<file path="src/rtl/mem_port_arbiter_if.sv">
// Signal bundle joining the fetch/data requesters and the shared memory port to the arbiter.
interface mem_port_arbiter_if;
    logic [31:0] req0_addr;
    logic        req0_read;
    logic        req0_write;
    logic [3:0]  req0_wmask;
    logic [31:0] req0_wdata;
    logic [31:0] req0_rdata;
    logic        req0_resp;

    logic [31:0] req1_addr;
    logic        req1_read;
    logic        req1_write;
    logic [3:0]  req1_wmask;
    logic [31:0] req1_wdata;
    logic [31:0] req1_rdata;
    logic        req1_resp;

    logic [31:0] mem_addr;
    logic        mem_read;
    logic        mem_write;
    logic [3:0]  mem_wmask;
    logic [31:0] mem_wdata;
    logic [31:0] mem_rdata;
    logic        mem_resp;

    // Arbiter side
    modport slave (
        input  req0_addr, req0_read, req0_write, req0_wmask, req0_wdata,
        output req0_rdata, req0_resp,
        input  req1_addr, req1_read, req1_write, req1_wmask, req1_wdata,
        output req1_rdata, req1_resp,
        output mem_addr, mem_read, mem_write, mem_wmask, mem_wdata,
        input  mem_rdata, mem_resp
    );

    // Requester/memory side
    modport master (
        output req0_addr, req0_read, req0_write, req0_wmask, req0_wdata,
        input  req0_rdata, req0_resp,
        output req1_addr, req1_read, req1_write, req1_wmask, req1_wdata,
        input  req1_rdata, req1_resp,
        input  mem_addr, mem_read, mem_write, mem_wmask, mem_wdata,
        output mem_rdata, mem_resp
    );
endinterface

</file>
<file path="src/rtl/mem_port_arbiter.sv">
// Round-robin arbiter sharing one memory port between fetch (0) and data (1) requesters,
// with a sticky error flag for protocol faults and a non-responding memory.
module mem_port_arbiter #(
    parameter int unsigned TIMEOUT_CYCLES = 1023
) (
    input  logic              clk,
    input  logic              rst,
    mem_port_arbiter_if.slave bus,
    output logic              owner,
    output logic              busy,
    output logic              error
);
    localparam int unsigned ADDR_W = 32;
    localparam int unsigned DATA_W = 32;
    localparam int unsigned MASK_W = 4;
    localparam int unsigned CNT_W  = 16;
    localparam logic [CNT_W-1:0] TIMEOUT = CNT_W'(TIMEOUT_CYCLES);

    typedef enum logic {IDLE = 1'b0, BUSY = 1'b1} state_t;

    state_t              state_q, state_d;
    logic                rr_q, rr_d;
    logic                owner_d, error_d;
    logic [CNT_W-1:0]    cnt_q, cnt_d;
    logic [ADDR_W-1:0]   addr_q, addr_d;
    logic [MASK_W-1:0]   wmask_q, wmask_d;
    logic [DATA_W-1:0]   wdata_q, wdata_d;
    logic                read_q, read_d;
    logic                write_q, write_d;

    logic                pend0, pend1, gnt;
    logic                sel_read, sel_write;
    logic [ADDR_W-1:0]   sel_addr;
    logic [MASK_W-1:0]   sel_wmask;
    logic [DATA_W-1:0]   sel_wdata;
    logic                done;

    // Grant choice: lone pending requester wins, otherwise the round-robin pointer decides
    assign pend0     = bus.req0_read | bus.req0_write;
    assign pend1     = bus.req1_read | bus.req1_write;
    assign gnt       = (pend0 & pend1) ? rr_q : pend1;
    assign sel_read  = gnt ? bus.req1_read  : bus.req0_read;
    assign sel_write = gnt ? bus.req1_write : bus.req0_write;
    assign sel_addr  = gnt ? bus.req1_addr  : bus.req0_addr;
    assign sel_wmask = gnt ? bus.req1_wmask : bus.req0_wmask;
    assign sel_wdata = gnt ? bus.req1_wdata : bus.req0_wdata;

    always_comb begin
        state_d = state_q;
        rr_d    = rr_q;
        owner_d = owner;
        error_d = error;
        cnt_d   = cnt_q;
        addr_d  = addr_q;
        wmask_d = wmask_q;
        wdata_d = wdata_q;
        read_d  = read_q;
        write_d = write_q;
        case (state_q)
            IDLE: begin
                if (bus.mem_resp) error_d = 1'b1;
                if (pend0 | pend1) begin
                    state_d = BUSY;
                    owner_d = gnt;
                    rr_d    = ~gnt;
                    addr_d  = sel_addr;
                    wmask_d = sel_wmask;
                    wdata_d = sel_wdata;
                    write_d = sel_write;
                    // read+write together is forwarded as a write and flagged
                    read_d  = sel_read & ~sel_write;
                    cnt_d   = '0;
                    if (sel_read & sel_write) error_d = 1'b1;
                end
            end
            BUSY: begin
                if (bus.mem_resp) begin
                    state_d = IDLE;
                    read_d  = 1'b0;
                    write_d = 1'b0;
                end else if (cnt_q != TIMEOUT) begin
                    // watchdog saturates at the limit; the transaction is not aborted
                    cnt_d = cnt_q + CNT_W'(1);
                    if (cnt_d == TIMEOUT) error_d = 1'b1;
                end
            end
            default: state_d = IDLE;
        endcase
    end

    always_ff @(posedge clk) begin
        if (rst) begin
            state_q <= IDLE;
            rr_q    <= 1'b0;
            owner   <= 1'b0;
            error   <= 1'b0;
            cnt_q   <= '0;
            addr_q  <= '0;
            wmask_q <= '0;
            wdata_q <= '0;
            read_q  <= 1'b0;
            write_q <= 1'b0;
        end else begin
            state_q <= state_d;
            rr_q    <= rr_d;
            owner   <= owner_d;
            error   <= error_d;
            cnt_q   <= cnt_d;
            addr_q  <= addr_d;
            wmask_q <= wmask_d;
            wdata_q <= wdata_d;
            read_q  <= read_d;
            write_q <= write_d;
        end
    end

    assign busy          = (state_q == BUSY);
    assign bus.mem_addr  = addr_q;
    assign bus.mem_wmask = wmask_q;
    assign bus.mem_wdata = wdata_q;
    assign bus.mem_read  = read_q;
    assign bus.mem_write = write_q;

    // Completion is passed straight through to the owner in the same cycle
    assign done           = busy & bus.mem_resp;
    assign bus.req0_resp  = done & ~owner;
    assign bus.req1_resp  = done & owner;
    assign bus.req0_rdata = bus.req0_resp ? bus.mem_rdata : '0;
    assign bus.req1_rdata = bus.req1_resp ? bus.mem_rdata : '0;
endmodule

</file>
<file path="src/flat_wrapper.sv">
// flat-port wrapper written by rule: the top's interface ports become plain ports
module mem_port_arbiter_flat 
#(
    parameter int unsigned TIMEOUT_CYCLES = 1023
)
  (clk, rst, owner, busy, error, bus_req0_addr, bus_req0_read, bus_req0_write, bus_req0_wmask, bus_req0_wdata, bus_req0_rdata, bus_req0_resp, bus_req1_addr, bus_req1_read, bus_req1_write, bus_req1_wmask, bus_req1_wdata, bus_req1_rdata, bus_req1_resp, bus_mem_addr, bus_mem_read, bus_mem_write, bus_mem_wmask, bus_mem_wdata, bus_mem_rdata, bus_mem_resp);
  mem_port_arbiter_if bus_i ();
  input  logic clk;
  input  logic rst;
  output logic owner;
  output logic busy;
  output logic error;
  input wire logic [$bits(bus_i.req0_addr)-1:0] bus_req0_addr;
  input wire logic [$bits(bus_i.req0_read)-1:0] bus_req0_read;
  input wire logic [$bits(bus_i.req0_write)-1:0] bus_req0_write;
  input wire logic [$bits(bus_i.req0_wmask)-1:0] bus_req0_wmask;
  input wire logic [$bits(bus_i.req0_wdata)-1:0] bus_req0_wdata;
  output wire logic [$bits(bus_i.req0_rdata)-1:0] bus_req0_rdata;
  output wire logic [$bits(bus_i.req0_resp)-1:0] bus_req0_resp;
  input wire logic [$bits(bus_i.req1_addr)-1:0] bus_req1_addr;
  input wire logic [$bits(bus_i.req1_read)-1:0] bus_req1_read;
  input wire logic [$bits(bus_i.req1_write)-1:0] bus_req1_write;
  input wire logic [$bits(bus_i.req1_wmask)-1:0] bus_req1_wmask;
  input wire logic [$bits(bus_i.req1_wdata)-1:0] bus_req1_wdata;
  output wire logic [$bits(bus_i.req1_rdata)-1:0] bus_req1_rdata;
  output wire logic [$bits(bus_i.req1_resp)-1:0] bus_req1_resp;
  output wire logic [$bits(bus_i.mem_addr)-1:0] bus_mem_addr;
  output wire logic [$bits(bus_i.mem_read)-1:0] bus_mem_read;
  output wire logic [$bits(bus_i.mem_write)-1:0] bus_mem_write;
  output wire logic [$bits(bus_i.mem_wmask)-1:0] bus_mem_wmask;
  output wire logic [$bits(bus_i.mem_wdata)-1:0] bus_mem_wdata;
  input wire logic [$bits(bus_i.mem_rdata)-1:0] bus_mem_rdata;
  input wire logic [$bits(bus_i.mem_resp)-1:0] bus_mem_resp;
  assign bus_i.req0_addr = bus_req0_addr;
  assign bus_i.req0_read = bus_req0_read;
  assign bus_i.req0_write = bus_req0_write;
  assign bus_i.req0_wmask = bus_req0_wmask;
  assign bus_i.req0_wdata = bus_req0_wdata;
  assign bus_req0_rdata = bus_i.req0_rdata;
  assign bus_req0_resp = bus_i.req0_resp;
  assign bus_i.req1_addr = bus_req1_addr;
  assign bus_i.req1_read = bus_req1_read;
  assign bus_i.req1_write = bus_req1_write;
  assign bus_i.req1_wmask = bus_req1_wmask;
  assign bus_i.req1_wdata = bus_req1_wdata;
  assign bus_req1_rdata = bus_i.req1_rdata;
  assign bus_req1_resp = bus_i.req1_resp;
  assign bus_mem_addr = bus_i.mem_addr;
  assign bus_mem_read = bus_i.mem_read;
  assign bus_mem_write = bus_i.mem_write;
  assign bus_mem_wmask = bus_i.mem_wmask;
  assign bus_mem_wdata = bus_i.mem_wdata;
  assign bus_i.mem_rdata = bus_mem_rdata;
  assign bus_i.mem_resp = bus_mem_resp;
  mem_port_arbiter #(.TIMEOUT_CYCLES(TIMEOUT_CYCLES)) u_core (.clk(clk), .rst(rst), .bus(bus_i), .owner(owner), .busy(busy), .error(error));
endmodule
</file>
<file path="config.mk">
export PLATFORM = sky130hd
export DESIGN_NAME = mem_port_arbiter_flat
export DESIGN_NICKNAME = d
export VERILOG_FILES = /design/src/rtl/mem_port_arbiter_if.sv /design/src/rtl/mem_port_arbiter.sv /design/src/flat_wrapper.sv
export SDC_FILE = /design/constraint.sdc
export NUM_CORES = 1
export LEC_CHECK = 0
export BUFFER_PORTS_ARGS = -buffer_cell sky130_fd_sc_hd__buf_2
export CAP_MARGIN = 20
export CORE_MARGIN = 10
export CORE_UTILIZATION = 30
export CTS_BUF_LIST = sky130_fd_sc_hd__clkbuf_2
export DETAILED_ROUTE_END_ITERATION = 7
export SLEW_MARGIN = 20
export SYNTH_ARGS = -nofsm -noshare
export SYNTH_HDL_FRONTEND = slang
export SYNTH_SLANG_ARGS = --single-unit
export TNS_END_PERCENT = 5
</file>
<file path="constraint.sdc">
create_clock -name clk -period 5.2 [get_ports clk]
set_input_delay 1.04 -clock clk [delete_from_list [all_inputs] [get_ports clk]]
set_output_delay 1.04 -clock clk [all_outputs]
set_load 0.02 [all_outputs]
</file>
# Word-level counts from Yosys, hierarchy flattened
# Cells that the tools add are included.
# word_totals
ff_bits	90
in_bits	175
out_inout_bits	139
elab_cells	62
# classes
add_sub_neg	1
eq_ne	7
n_mux	27
n_bitwise	13
n_reduce_logical	4
# op_table
cell	count
$mux 32	4
$mux 16	3
$pmux 16 s2	1
$add 16x1->16 const B	1
$eq 16x10->1 const B	1
$ne 16x10->1 const B	1
$mux 1	14
$ne 2x2->1 const B	4
$pmux 1 s2	4
$and 1x1->1	6
$reduce_and 3->1	2
$mux 4	1
$not 1->1	4
$reduce_and 2->1	2
$or 1x1->1	3
$ne 2x1->1 const B	1

# Logic depth before layout (Yosys ltp)
# Gate-level depths: netlist of run 1.
# depth
word_depth	8
mapped_depth	9
ltp_nobuf	6

# Worst setup path after synthesis of run 1
# OpenSTA, ideal clock, no wires.
# synth_path
path_kind	input port to output port
start	input port bus_mem_resp
end	output port bus_req0_rdata[22]
arrival_time_ps	1951
required_time_ps	4160
path_slack_ps	2209
cell_stages	4
path_buffers	1
cell_sequence	nand2_1 -> nor2_1 -> clkbuf_1 -> and2_1
# synth_between
elab_chain_cells	3
# synth_rtl
element	line_no	source
start: declaration	flat_wrapper.sv:33	input wire logic [$bits(bus_i.mem_resp)-1:0] bus_mem_resp;
$and 1x1->1	mem_port_arbiter.sv:125	assign done = busy & bus.mem_resp;
$and 1x1->1	mem_port_arbiter.sv:126	assign bus.req0_resp = done & ~owner;
via bus_req0_resp	flat_wrapper.sv:19	output wire logic [$bits(bus_i.req0_resp)-1:0] bus_req0_resp;
$mux 32	mem_port_arbiter.sv:128	assign bus.req0_rdata = bus.req0_resp ? bus.mem_rdata : '0;
end: declaration	flat_wrapper.sv:18	output wire logic [$bits(bus_i.req0_rdata)-1:0] bus_req0_rdata;
# The timed path passes the listed nets, and every way through them passes these cells.

# Final worst setup path of run 1
# layout_path
start	register u_core.state_q (netlist: u_core.busy)
end	output port bus_req1_rdata[27]
# layout_between
elab_chain_cells	3
# layout_rtl
element	line_no	source
start: declaration	mem_port_arbiter.sv:21	state_t state_q, state_d;
start signal: assignment	mem_port_arbiter.sv:104	state_q <= state_d;
$and 1x1->1	mem_port_arbiter.sv:125	
$and 1x1->1	mem_port_arbiter.sv:127	assign bus.req1_resp = done & owner;
$mux 32	mem_port_arbiter.sv:129	assign bus.req1_rdata = bus.req1_resp ? bus.mem_rdata : '0;
end: declaration	flat_wrapper.sv:25	output wire logic [$bits(bus_i.req1_rdata)-1:0] bus_req1_rdata;
# Every way passes these cells.

==> flow_metrics.env, run 1 <==
export IMPL_outcome="complete, but fails checks"
export IMPL_violations="design-rule violations"
export IMPL_layout_cells_most_common_list="sky130_fd_sc_hd__buf_2 (313), sky130_fd_sc_hd__dfxtp_1 (90), sky130_fd_sc_hd__nor2_1 (86)"
export IMPL_synth_compound_area_share=0.247
export IMPL_drc_errors=9
export IMPL_ctsHtreeMaxLevel=3
export IMPL_dieArea_mm2=0.0196
export IMPL_number_of_global_route_vias_before_repair=5173
export IMPL_detail_route_wl_per_cell_um=19.2
export IMPL_clock_sinks=90
export IMPL_dr_first_iter_drc_count=546
export IMPL_grt_start_max_net_pins=70
export IMPL_grt_ovfl_total=0
export IMPL_synth_edff_count=0
export IMPL_syn_area_per_cell_um2=8.62
export IMPL_rsz0062_at_grt="false"
export IMPL_post_route_cell_area_mm2=0.00606
export IMPL_antenna_found_initial=7
export IMPL_part_of_the_power_in_the_clock_network=0.234
export IMPL_period_share=0.704
export IMPL_yosys_area_share_simple=0.265
export IMPL_post_route_util=0.433
export IMPL_finalMaxSlewViolations=0
export IMPL_timing_max_cap_violations=0
export IMPL_critPathMaxFanout=33
export IMPL_numPortBuffers=313
export IMPL_start_kind="register"
export IMPL_hold_path_class="reg2reg"
export IMPL_yosysWarnings=0
export IMPL_synth_xor_area_share=0.00809
export IMPL_synth_area_mux_share=0
export IMPL_placed_cell_area_mm2=0.00594
export IMPL_dominant_combinational_cell_family_by_area_after_synthesis="simple AND/OR/NAND/NOR gates"
export IMPL_netlist_top_cells_area="sky130_fd_sc_hd__dfxtp_1 (42%), sky130_fd_sc_hd__a222oi_1 (16%), sky130_fd_sc_hd__and2_1 (9.5%)"
export IMPL_clk_pin_slew_ns=0.24
export IMPL_drive_above_1_share=0.442
export IMPL_drtAntennaViolNets=0
export IMPL_flow_area_growth_from_synthesis_pct=40.0
export IMPL_post_drt_via_cell_ratio=5.38
export IMPL_post_cts_setup_buffer_count=0
export IMPL_critPathArrivalTime_ns=2.62
export IMPL_first_pass_iters=8
export IMPL_tritoncts="built"
export IMPL_p_comb_frac=0.264
export IMPL_cellInternalPower_mw=1.02
export IMPL_worst_relative_slew_slack=0.454
export IMPL_finalWorstSetupSlack_ns=1.54
export IMPL_critical_path_class="reg2out"
export IMPL_detailed_placer_s_ending_hpwl_um=14400
export IMPL_synthesis_nets=679
export IMPL_total_leakage_power_nw=2.99
export IMPL_share_of_synthesized_cell_area_in_full_adder_half_adder_and_majority_cells=0.00578
export IMPL_grt_util_all_layers=0.174
export IMPL_crit_path_end_kind="output port"
export IMPL_netlist_area_leader_share=0.416
export IMPL_postCtsResizedCells=0
export IMPL_totalNegativeSetupSlack_ns=0
export IMPL_synthCells=502
export IMPL_clock_insertion_delay_at_the_later_pin_of_the_skew_report_ns=0.59
export IMPL_layout_commonest_cell="sky130_fd_sc_hd__buf_2"
export IMPL_floorplan_die_height_um=140
export IMPL_crit_path_time_final_ns=3.66
export IMPL_setup_viol=0
export IMPL_highest_ir_drop_seen_on_vdd_mv=0.135
export IMPL_postSynthRegisterBits=90
export IMPL_yosysUniqueCellTypes=52
export IMPL_slew_at_the_pin_closest_to_its_max_slew_limit_ns=0.816
export IMPL_placement_setup_worst_slack_ns=1.92
export IMPL_synth_seq_area_share=0.416
export IMPL_skew_ns=0.0336
export IMPL_num_vias=5203
export IMPL_dieWidth_um=140
export IMPL_fmaxAchievable_mhz=273
export IMPL_cts_buffers_inserted=9
export IMPL_synth_area_leader_cell="sky130_fd_sc_hd__dfxtp_1"
export IMPL_floorplan_initialDensity=0.309
export IMPL_net_count_final=955
export IMPL_grt_first_pass_wirelength_um=28200
export IMPL_ctsRootBufferMaster="sky130_fd_sc_hd__clkbuf_2"
export IMPL_ys_async_sr_fraction=0
export IMPL_power_density_cell_area_mw_per_mm2=255
export IMPL_cts_root_to_sink_buffers=2
export IMPL_timing_hold_violations_final=0
export IMPL_total_wirelength_um=18600
export IMPL_number_of_primary_i_o_pins=314
export IMPL_netSwitchingPower_mw=0.527
export IMPL_netSwitchingFraction=0.341
export IMPL_worstPathRequired_ns=4.16
export IMPL_ys_dominant_reg_cell="sky130_fd_sc_hd__dfxtp_1"
export IMPL_core_area_mm2=0.0140
export IMPL_fp_row_count=43
export IMPL_final_hold_worst_slack_ns=0.484
export IMPL_synth_area_mm2=0.00433
export IMPL_number_of_buffers_inserted_for_hold_repair_after_clock_tree_synthesis=0
export IMPL_power_sequential_fraction=0.502
export IMPL_gpl_final_weighted_congestion=0.874
## final cells by class
| type | count | area [µm²] |
|---|---|---|
| fill | 1406 | 7930 |
| inverter | 4 | 15.0 |
| sequential | 90 | 1800 |
| multi-input combinational | 354 | 2290 |
| antenna | 4 | 10.0 |
| clock buffer | 12 | 60.1 |
| tap | 180 | 225 |
| timing repair buffer | 319 | 1610 |
| clock inverter | 4 | 52.6 |
## sequential cells by signal, indices dropped and copies added, names as in the netlist
signal and cells:
u_core.bus.mem_addr 32, u_core.bus.mem_wmask 4, u_core.error 1, u_core.busy 1, u_core.owner 1, u_core.bus.mem_write 1
u_core.bus.mem_wdata 32, u_core.rr_q 1, u_core.bus.mem_read 1, u_core.cnt_q 16
## cell usage after synthesis, types with 3 or more instances
master and instances:
sky130_fd_sc_hd__nor3_1 10, sky130_fd_sc_hd__nand4_1 7, sky130_fd_sc_hd__a222oi_1 68, sky130_fd_sc_hd__o31ai_1 3, sky130_fd_sc_hd__nor4_1 6, sky130_fd_sc_hd__a311oi_1 4
sky130_fd_sc_hd__nand4b_1 3, sky130_fd_sc_hd__xnor2_1 3, sky130_fd_sc_hd__a21oi_1 21, sky130_fd_sc_hd__dfxtp_1 90, sky130_fd_sc_hd__and2_1 66, sky130_fd_sc_hd__nand3b_1 4
sky130_fd_sc_hd__a31oi_1 5, sky130_fd_sc_hd__o21ai_0 13, sky130_fd_sc_hd__nor2_1 86, sky130_fd_sc_hd__nand2_1 16, sky130_fd_sc_hd__o21a_1 3, sky130_fd_sc_hd__inv_1 4
sky130_fd_sc_hd__clkbuf_1 32, sky130_fd_sc_hd__buf_2 17
## worst max-delay path, stage by stage (launching register included)
cell                      delay [ns]
sky130_fd_sc_hd__dfxtp_1        0.85
sky130_fd_sc_hd__and3_1         0.79
sky130_fd_sc_hd__and2_1         0.23
sky130_fd_sc_hd__buf_2          0.17
## path summary, 6_finish.rpt
kind	endpoint	slack (ns)	depth (start not counted)	startpoint
worst min-delay path	u_core.bus.mem_read	0.48	2	u_core.bus.mem_read
worst max-delay path	bus_req1_rdata[27]	1.54	3	u_core.busy
worst min register to register	u_core.bus.mem_read	0.48	2	u_core.bus.mem_read
worst max register to register	u_core.bus.mem_wmask[1]	2.37	5	u_core.busy
## cells by family after synthesis
logic type / Yosys count
AO/OA/AOI/OAI: 130
AND/OR/NAND/NOR: 218
buffers and inverters: 58
flip-flops: 90
XOR/XNOR: 4
adder cells (fa/ha/maj): 2
## power by group through the flow
stage / clock (mW) / combinational [mW] / sequential, mW
after floorplan: 0 / 0.177 / 0.843
after global placement: 0 / 0.406 / 0.787
after detailed placement: 0 / 0.414 / 0.788
after CTS: 0.379 / 0.414 / 0.776
after global routing: 0.402 / 0.446 / 0.783
final: 0.362 / 0.409 / 0.776
## routing by layer
metal  GRT usage  vias to the layer above  routed length [µm]  share of wire
met2       0.298                      289                9020           0.49
li1            -                     2455                   -              -
met1       0.179                     2430                6920           0.37
met5           0                        -                  21         0.0011
met3      0.0933                       25                2360           0.13
met4      0.0549                        4                 242          0.013
## stage by stage
step / std cells / total power [mW]
6_report: 967 / 1.55
4_1_cts: 963 / 1.57
3_5_place_dp: 947 / 1.20
3_3_place_gp: 947 / 1.19
2_1_floorplan: 502 / 1.02
5_1_grt: 966 / 1.63
Note: power is estimated with default switching activity, not from simulation.
==> run 2: changes to the inputs <==
Clock period 5.2 ns to 3 ns, I/O delays scaled along.
==> run 2 against run 1 <==
  * The flow still finishes with violations (design-rule violations)
  * Power increased by 75%
  * Critical endpoint is now bus_req0_rdata[25]
  * Clock skew increased by 0.0079 ns
  * Sequential cell count unchanged
  * Clock power increased by 77%
  * Die area unchanged
  * Sequential power increased by 74%
  * Non-clock buffer count increased by 4
  * Sequential share of layout area decreased by 0.23 points
  * Routed wire length about the same
  * Register-to-register slack got worse by 1.6 ns
==> flow_metrics.env, run 2 (synthesized netlist as in run 1, its figures left out) <==
export IMPL_worst_hold_path_num_cells=3
export IMPL_outcome="complete, but fails checks"
export IMPL_num_vias=5232
export IMPL_dp_cells=951
export IMPL_critPathSlowestCell="sky130_fd_sc_hd__dfxtp_2"
export IMPL_timing_critical_path_depth=5
export IMPL_tritoncts="built"
export IMPL_rsz0062_at_grt="false"
export IMPL_period_share=0.889
export IMPL_finalWorstSetupSlack_ns=0.334
export IMPL_hold_path_class="in2reg"
export IMPL_grt_start_max_net_pins=70
export IMPL_final_cell_count_no_fill=973
export IMPL_highest_ir_drop_seen_on_vdd_mv=0.285
export IMPL_clk_pin_slew_ns=0.27
export IMPL_critical_path_class="reg2out"
export IMPL_drive_above_1_share=0.445
export IMPL_critPathTopFamily="flip-flops"
export IMPL_net_count_final=959
export IMPL_timing_hold_violations_final=0
export IMPL_floorplan_initialDensity=0.309
export IMPL_ctsHtreeMaxLevel=3
export IMPL_total_leakage_power_nw=3.02
export IMPL_post_cts_setup_buffer_count=0
export IMPL_fp_row_count=43
export IMPL_crit_path_end_kind="output port"
export IMPL_floorplan_die_height_um=140
export IMPL_layout_commonest_cell="sky130_fd_sc_hd__buf_2"
export IMPL_worst_relative_slew_slack=0.308
export IMPL_grt_util_all_layers=0.177
export IMPL_timing_critical_path_cells="nand2_1, nor2_1, buf_4, and2_1, buf_2"
export IMPL_critPathMaxFanout=33
export IMPL_numPortBuffers=313
export IMPL_slew_at_the_pin_closest_to_its_max_slew_limit_ns=1.04
export IMPL_dieArea_mm2=0.0196
export IMPL_worstPathRequired_ns=2.40
export IMPL_number_of_global_route_vias_before_repair=5345
export IMPL_start_kind="register"
export IMPL_flow_area_growth_from_synthesis_pct=41.2
export IMPL_number_of_primary_i_o_pins=314
export IMPL_crit_path_time_final_ns=2.67
export IMPL_timing_max_cap_violations=0
export IMPL_grt_first_pass_wirelength_um=28600
export IMPL_timing_reg2reg_worst_path_depth=6
export IMPL_core_area_mm2=0.0140
export IMPL_critPathArrivalTime_ns=2.07
export IMPL_multi_input_gate_area_mm2=0.00229
export IMPL_layout_cells_most_common_list="sky130_fd_sc_hd__buf_2 (313), sky130_fd_sc_hd__dfxtp_1 (89), sky130_fd_sc_hd__nor2_1 (86)"
export IMPL_cts_buffers_inserted=9
export IMPL_power_density_cell_area_mw_per_mm2=442
export IMPL_total_wirelength_um=18600
export IMPL_totalNegativeSetupSlack_ns=0
export IMPL_fmaxAchievable_mhz=375
export IMPL_antenna_found_initial=7
export IMPL_placement_setup_worst_slack_ns=0.442
export IMPL_worst_path_buf_inv=2
export IMPL_dr_first_iter_drc_count=402
export IMPL_finalMaxSlewViolations=0
export IMPL_drtAntennaViolNets=0
export IMPL_clock_insertion_delay_at_the_later_pin_of_the_skew_report_ns=0.62
export IMPL_post_drt_via_cell_ratio=5.38
export IMPL_drc_errors=1
export IMPL_nFillCells=1421
export IMPL_cts_root_to_sink_buffers=2
export IMPL_detailed_placer_s_ending_hpwl_um=14600
export IMPL_first_pass_iters=8
export IMPL_skew_ns=0.0415
export IMPL_critical_path_max_stage_delay_ns=0.62
export IMPL_gpl_final_weighted_congestion=0.860
export IMPL_clock_sinks=90
export IMPL_ctsRootBufferMaster="sky130_fd_sc_hd__clkbuf_2"
export IMPL_dieWidth_um=140
export IMPL_sequential_cell_area_mm2=0.00180
export IMPL_grt_ovfl_total=0
export IMPL_violations="design-rule violations"
export IMPL_detail_route_wl_per_cell_um=19.1
export IMPL_setup_viol=0
==> run 2: cell type report <==
class	count	area share
clock buffers	10	0.00818
flip-flops and latches	90	0.295
inverters	4	0.00246
multi-input cells	354	0.374
diodes	6	0.00246
clock inverters	6	0.0108
well taps	180	0.0368
repair buffers	323	0.271
==> run 2: final timing paths <==
path                            start                       to  slack (ns)
setup / recovery          u_core.busy       bus_req0_rdata[25]        0.33
hold reg to reg   u_core.bus.mem_read      u_core.bus.mem_read        0.47
hold / removal      bus_req0_wdata[1]  u_core.bus.mem_wdata[1]        0.19
setup reg to reg      u_core.cnt_q[0]             u_core.error        0.74
==> run 2: stage by stage <==
| step | total power, mW | hold WS (ns) | utilization | instance area [µm²] |
|---|---|---|---|---|
| floorplan | 1.77 | 0.492 | - | 4330 |
| global placement | 2.08 | 0.445 | 0.428 | 5980 |
| detailed placement | 2.09 | 0.447 | 0.428 | 5980 |
| CTS | 2.74 | 0.138 | 0.436 | 6100 |
| global route | 2.86 | 0.122 | 0.437 | 6110 |
| finish | 2.71 | 0.191 | 0.437 | 6110 |
==> run 2: what timing repair did <==
| action | 4_1_cts | 5_1_grt |
|---|---|---|
| setup endpoints to repair | 4 | 0 |
| resized for setup | 1 | 0 |
| hold buffers | 0 | 0 |
==> run 2: report_power, final <==
part	switching, mW	internal [mW]
Combinational	0.431	0.286
Sequential	0.0573	1.29
Clock	0.443	0.199
Total	0.932	1.77
==> run 2: tightest hold or removal path, cell delays in order <==
cell and delay, ns:
sky130_fd_sc_hd__buf_2 0.08, sky130_fd_sc_hd__a222oi_1 0.05, sky130_fd_sc_hd__nor2_1 0.08
==> run 2: layer usage <==
metal | global-route usage | up-vias | share of wire
li1 | - | 2460 | -
met1 | 0.176 | 2456 | 0.36
met2 | 0.302 | 286 | 0.49
met3 | 0.0980 | 28 | 0.13
met4 | 0.0712 | 2 | 0.022
met5 | 0 | - | 0.00070
==> run 3: changes to the inputs <==
Clock period 3 ns to 3.35 ns, I/O delays scaled along.
==> run 3 against run 2 <==
  * The flow now finishes without violations
  * First-iteration DRC count increased by 22%
  * Global-route usage fell by 0.17 points
  * Utilization hardly changed
  * Via count shrank 2.0%
  * Sequential cell count stayed put
  * Hold slack improved by 0.13 ns
  * Register-to-register slack improved by 0.32 ns
  * Critical path type unchanged
  * Largest power group unchanged
==> flow_metrics.env, run 3 (synthesized netlist as in run 1, its figures left out) <==
export IMPL_totalNegativeSetupSlack_ns=0
export IMPL_postCtsResizedCells=0
export IMPL_top_signal_layer_used="met5"
export IMPL_detail_route_wl_per_cell_um=19.2
export IMPL_worst_hold_path_num_cells=3
export IMPL_timing_critical_path_cells="and3_1, and2_1, buf_2"
export IMPL_critPathSlowestCell="sky130_fd_sc_hd__and3_1"
export IMPL_floorplan_initialDensity=0.309
export IMPL_wl_met3_um=2280
export IMPL_first_pass_iters=6
export IMPL_number_of_primary_i_o_pins=314
export IMPL_timing_reg2reg_setup_slack_ns=1.06
export IMPL_clock_insertion_delay_at_the_later_pin_of_the_skew_report_ns=0.55
export IMPL_critPathArrivalTime_ns=2.29
export IMPL_critical_path_class="reg2out"
export IMPL_num_vias=5129
export IMPL_timing_rr_end="u_core.error"
export IMPL_flow_area_growth_from_synthesis_pct=41.2
export IMPL_timing_reg2reg_worst_path_depth=6
export IMPL_hold_path_class="in2reg"
export IMPL_grt_ovfl_total=0
export IMPL_sequential_cell_area_mm2=0.00180
export IMPL_fp_row_count=43
export IMPL_min_to="u_core.bus.mem_wdata[7]"
export IMPL_period_share=0.882
export IMPL_setup_viol=0
export IMPL_worstPathRequired_ns=2.68
export IMPL_worst_path_buf_inv=1
export IMPL_final_hold_worst_slack_ns=0.320
export IMPL_total_wirelength_um=18600
export IMPL_tritoncts="built"
export IMPL_cts_buffers_inserted=9
export IMPL_dieArea_mm2=0.0196
export IMPL_dr_first_iter_drc_count=489
export IMPL_worst_relative_slew_slack=0.465
export IMPL_cts_root_to_sink_buffers=2
export IMPL_ctsHtreeMaxLevel=3
export IMPL_gpl_final_weighted_congestion=0.910
export IMPL_slew_at_the_pin_closest_to_its_max_slew_limit_ns=0.802
export IMPL_regToRegStartpoint="u_core.cnt_q[0]"
export IMPL_total_leakage_power_nw=3.01
export IMPL_number_of_global_route_vias_before_repair=5306
export IMPL_post_route_cell_area_mm2=0.00611
export IMPL_holdCritStartpoint="bus_req0_wdata[7]"
export IMPL_grt_first_pass_wirelength_um=28700
export IMPL_core_area_mm2=0.0140
export IMPL_layout_commonest_cell="sky130_fd_sc_hd__buf_2"
export IMPL_ctsRootBufferMaster="sky130_fd_sc_hd__clkbuf_2"
export IMPL_critPathMaxFanout=33
export IMPL_net_count_final=957
export IMPL_crit_path_end_kind="output port"
export IMPL_dp_cells=949
export IMPL_drive_above_1_share=0.442
export IMPL_clk_pin_slew_ns=0.26
export IMPL_post_cts_setup_buffer_count=0
export IMPL_finalMaxSlewViolations=0
export IMPL_number_of_buffers_inserted_for_hold_repair_after_clock_tree_synthesis=0
export IMPL_nFillCells=1441
export IMPL_grt_start_max_net_pins=70
export IMPL_skew_ns=0.0182
export IMPL_fmaxAchievable_mhz=338
export IMPL_final_cell_count_no_fill=969
export IMPL_met1_length_um=6860
export IMPL_floorplan_die_height_um=140
export IMPL_clock_sinks=90
export IMPL_timing_hold_violations_final=0
export IMPL_timing_critical_path_depth=3
export IMPL_highest_ir_drop_seen_on_vdd_mv=0.187
export IMPL_numPortBuffers=313
export IMPL_dieWidth_um=140
export IMPL_crit_path_time_final_ns=2.96
export IMPL_power_density_cell_area_mw_per_mm2=396
export IMPL_grt_util_all_layers=0.176
export IMPL_drtAntennaViolNets=0
export IMPL_multi_input_gate_area_mm2=0.00229
export IMPL_critPathTopFamily="simple AND/OR/NAND/NOR gates"
export IMPL_antenna_found_initial=7
export IMPL_rsz0062_at_grt="false"
export IMPL_critical_path_max_stage_delay_ns=0.74
export IMPL_met2_length_um=9190
export IMPL_layout_cells_most_common_list="sky130_fd_sc_hd__buf_2 (313), sky130_fd_sc_hd__dfxtp_1 (90), sky130_fd_sc_hd__nor2_1 (86)"
export IMPL_timing_max_cap_violations=0
export IMPL_detailed_placer_s_ending_hpwl_um=14600
export IMPL_placed_cell_area_mm2=0.00598
export IMPL_start_kind="register"
export IMPL_outcome="finished, final reports clean"
export IMPL_drc_errors=0
export IMPL_post_drt_via_cell_ratio=5.29
-- run 3: cell types whose count changed in the layout (fill, tap and decap cells not counted), sizes merged --
cell	delta
diode	-2
inv	+1
buf	-2
clkinv	-1
clkbuf	-1
clkinvlp	+1
-- run 3: metrics by stage --
step	utilization	total power [mW]	setup WS (ns)
6_report	0.437	2.42	0.394
3_3_place_gp	0.427	1.86	0.833
4_1_cts	0.436	2.45	0.318
5_1_grt	0.437	2.56	0.144
3_5_place_dp	0.427	1.87	0.792
2_1_floorplan	-	1.58	1.02
-- run 3: area by class of cell --
| type | instances | share of cell area |
|---|---|---|
| inverters | 4 | 0.00246 |
| diodes | 4 | 0.00164 |
| flip-flops and latches | 90 | 0.295 |
| repair buffers | 321 | 0.270 |
| multi-input cells | 354 | 0.374 |
| clock inverters | 7 | 0.0127 |
| clock buffers | 9 | 0.00737 |
| well taps | 180 | 0.0368 |
-- run 3: worst max-delay path by stage --
stage                   startpoint                  endpoint  slack [ns]
floorplan              u_core.busy        bus_req0_rdata[22]        1.02
global placement    bus_req0_write    u_core.bus.mem_addr[0]        0.83
detailed placement  bus_req0_write  u_core.bus.mem_wdata[16]        0.79
CTS                    u_core.busy         bus_req1_rdata[2]        0.32
global route           u_core.busy         bus_req1_rdata[2]        0.14
finish                 u_core.busy         bus_req1_rdata[2]        0.39
-- run 3: worst reg2reg max path, stage by stage (launching register included) --
cell	delay [ns]
sky130_fd_sc_hd__dfxtp_1	0.51
sky130_fd_sc_hd__ha_1	0.40
sky130_fd_sc_hd__nand4_1	0.22
sky130_fd_sc_hd__or4_4	0.56
sky130_fd_sc_hd__a22o_2	0.25
sky130_fd_sc_hd__o22ai_1	0.19
sky130_fd_sc_hd__o31ai_1	0.10
-- run 3: where the power goes --
| group | switching, mW | internal [mW] | total, mW |
|---|---|---|---|
| combinational | 0.389 | 0.257 | 0.646 |
| clock | 0.394 | 0.179 | 0.573 |
| sequential | 0.0493 | 1.15 | 1.20 |
| total | 0.833 | 1.59 | 2.42 |
-- run 3: metal layers --
metal  track usage  up-vias
met4        0.0451        4
met1         0.182     2370
met2         0.304      277
li1              -     2457
met3        0.0933       21
met5             0        -
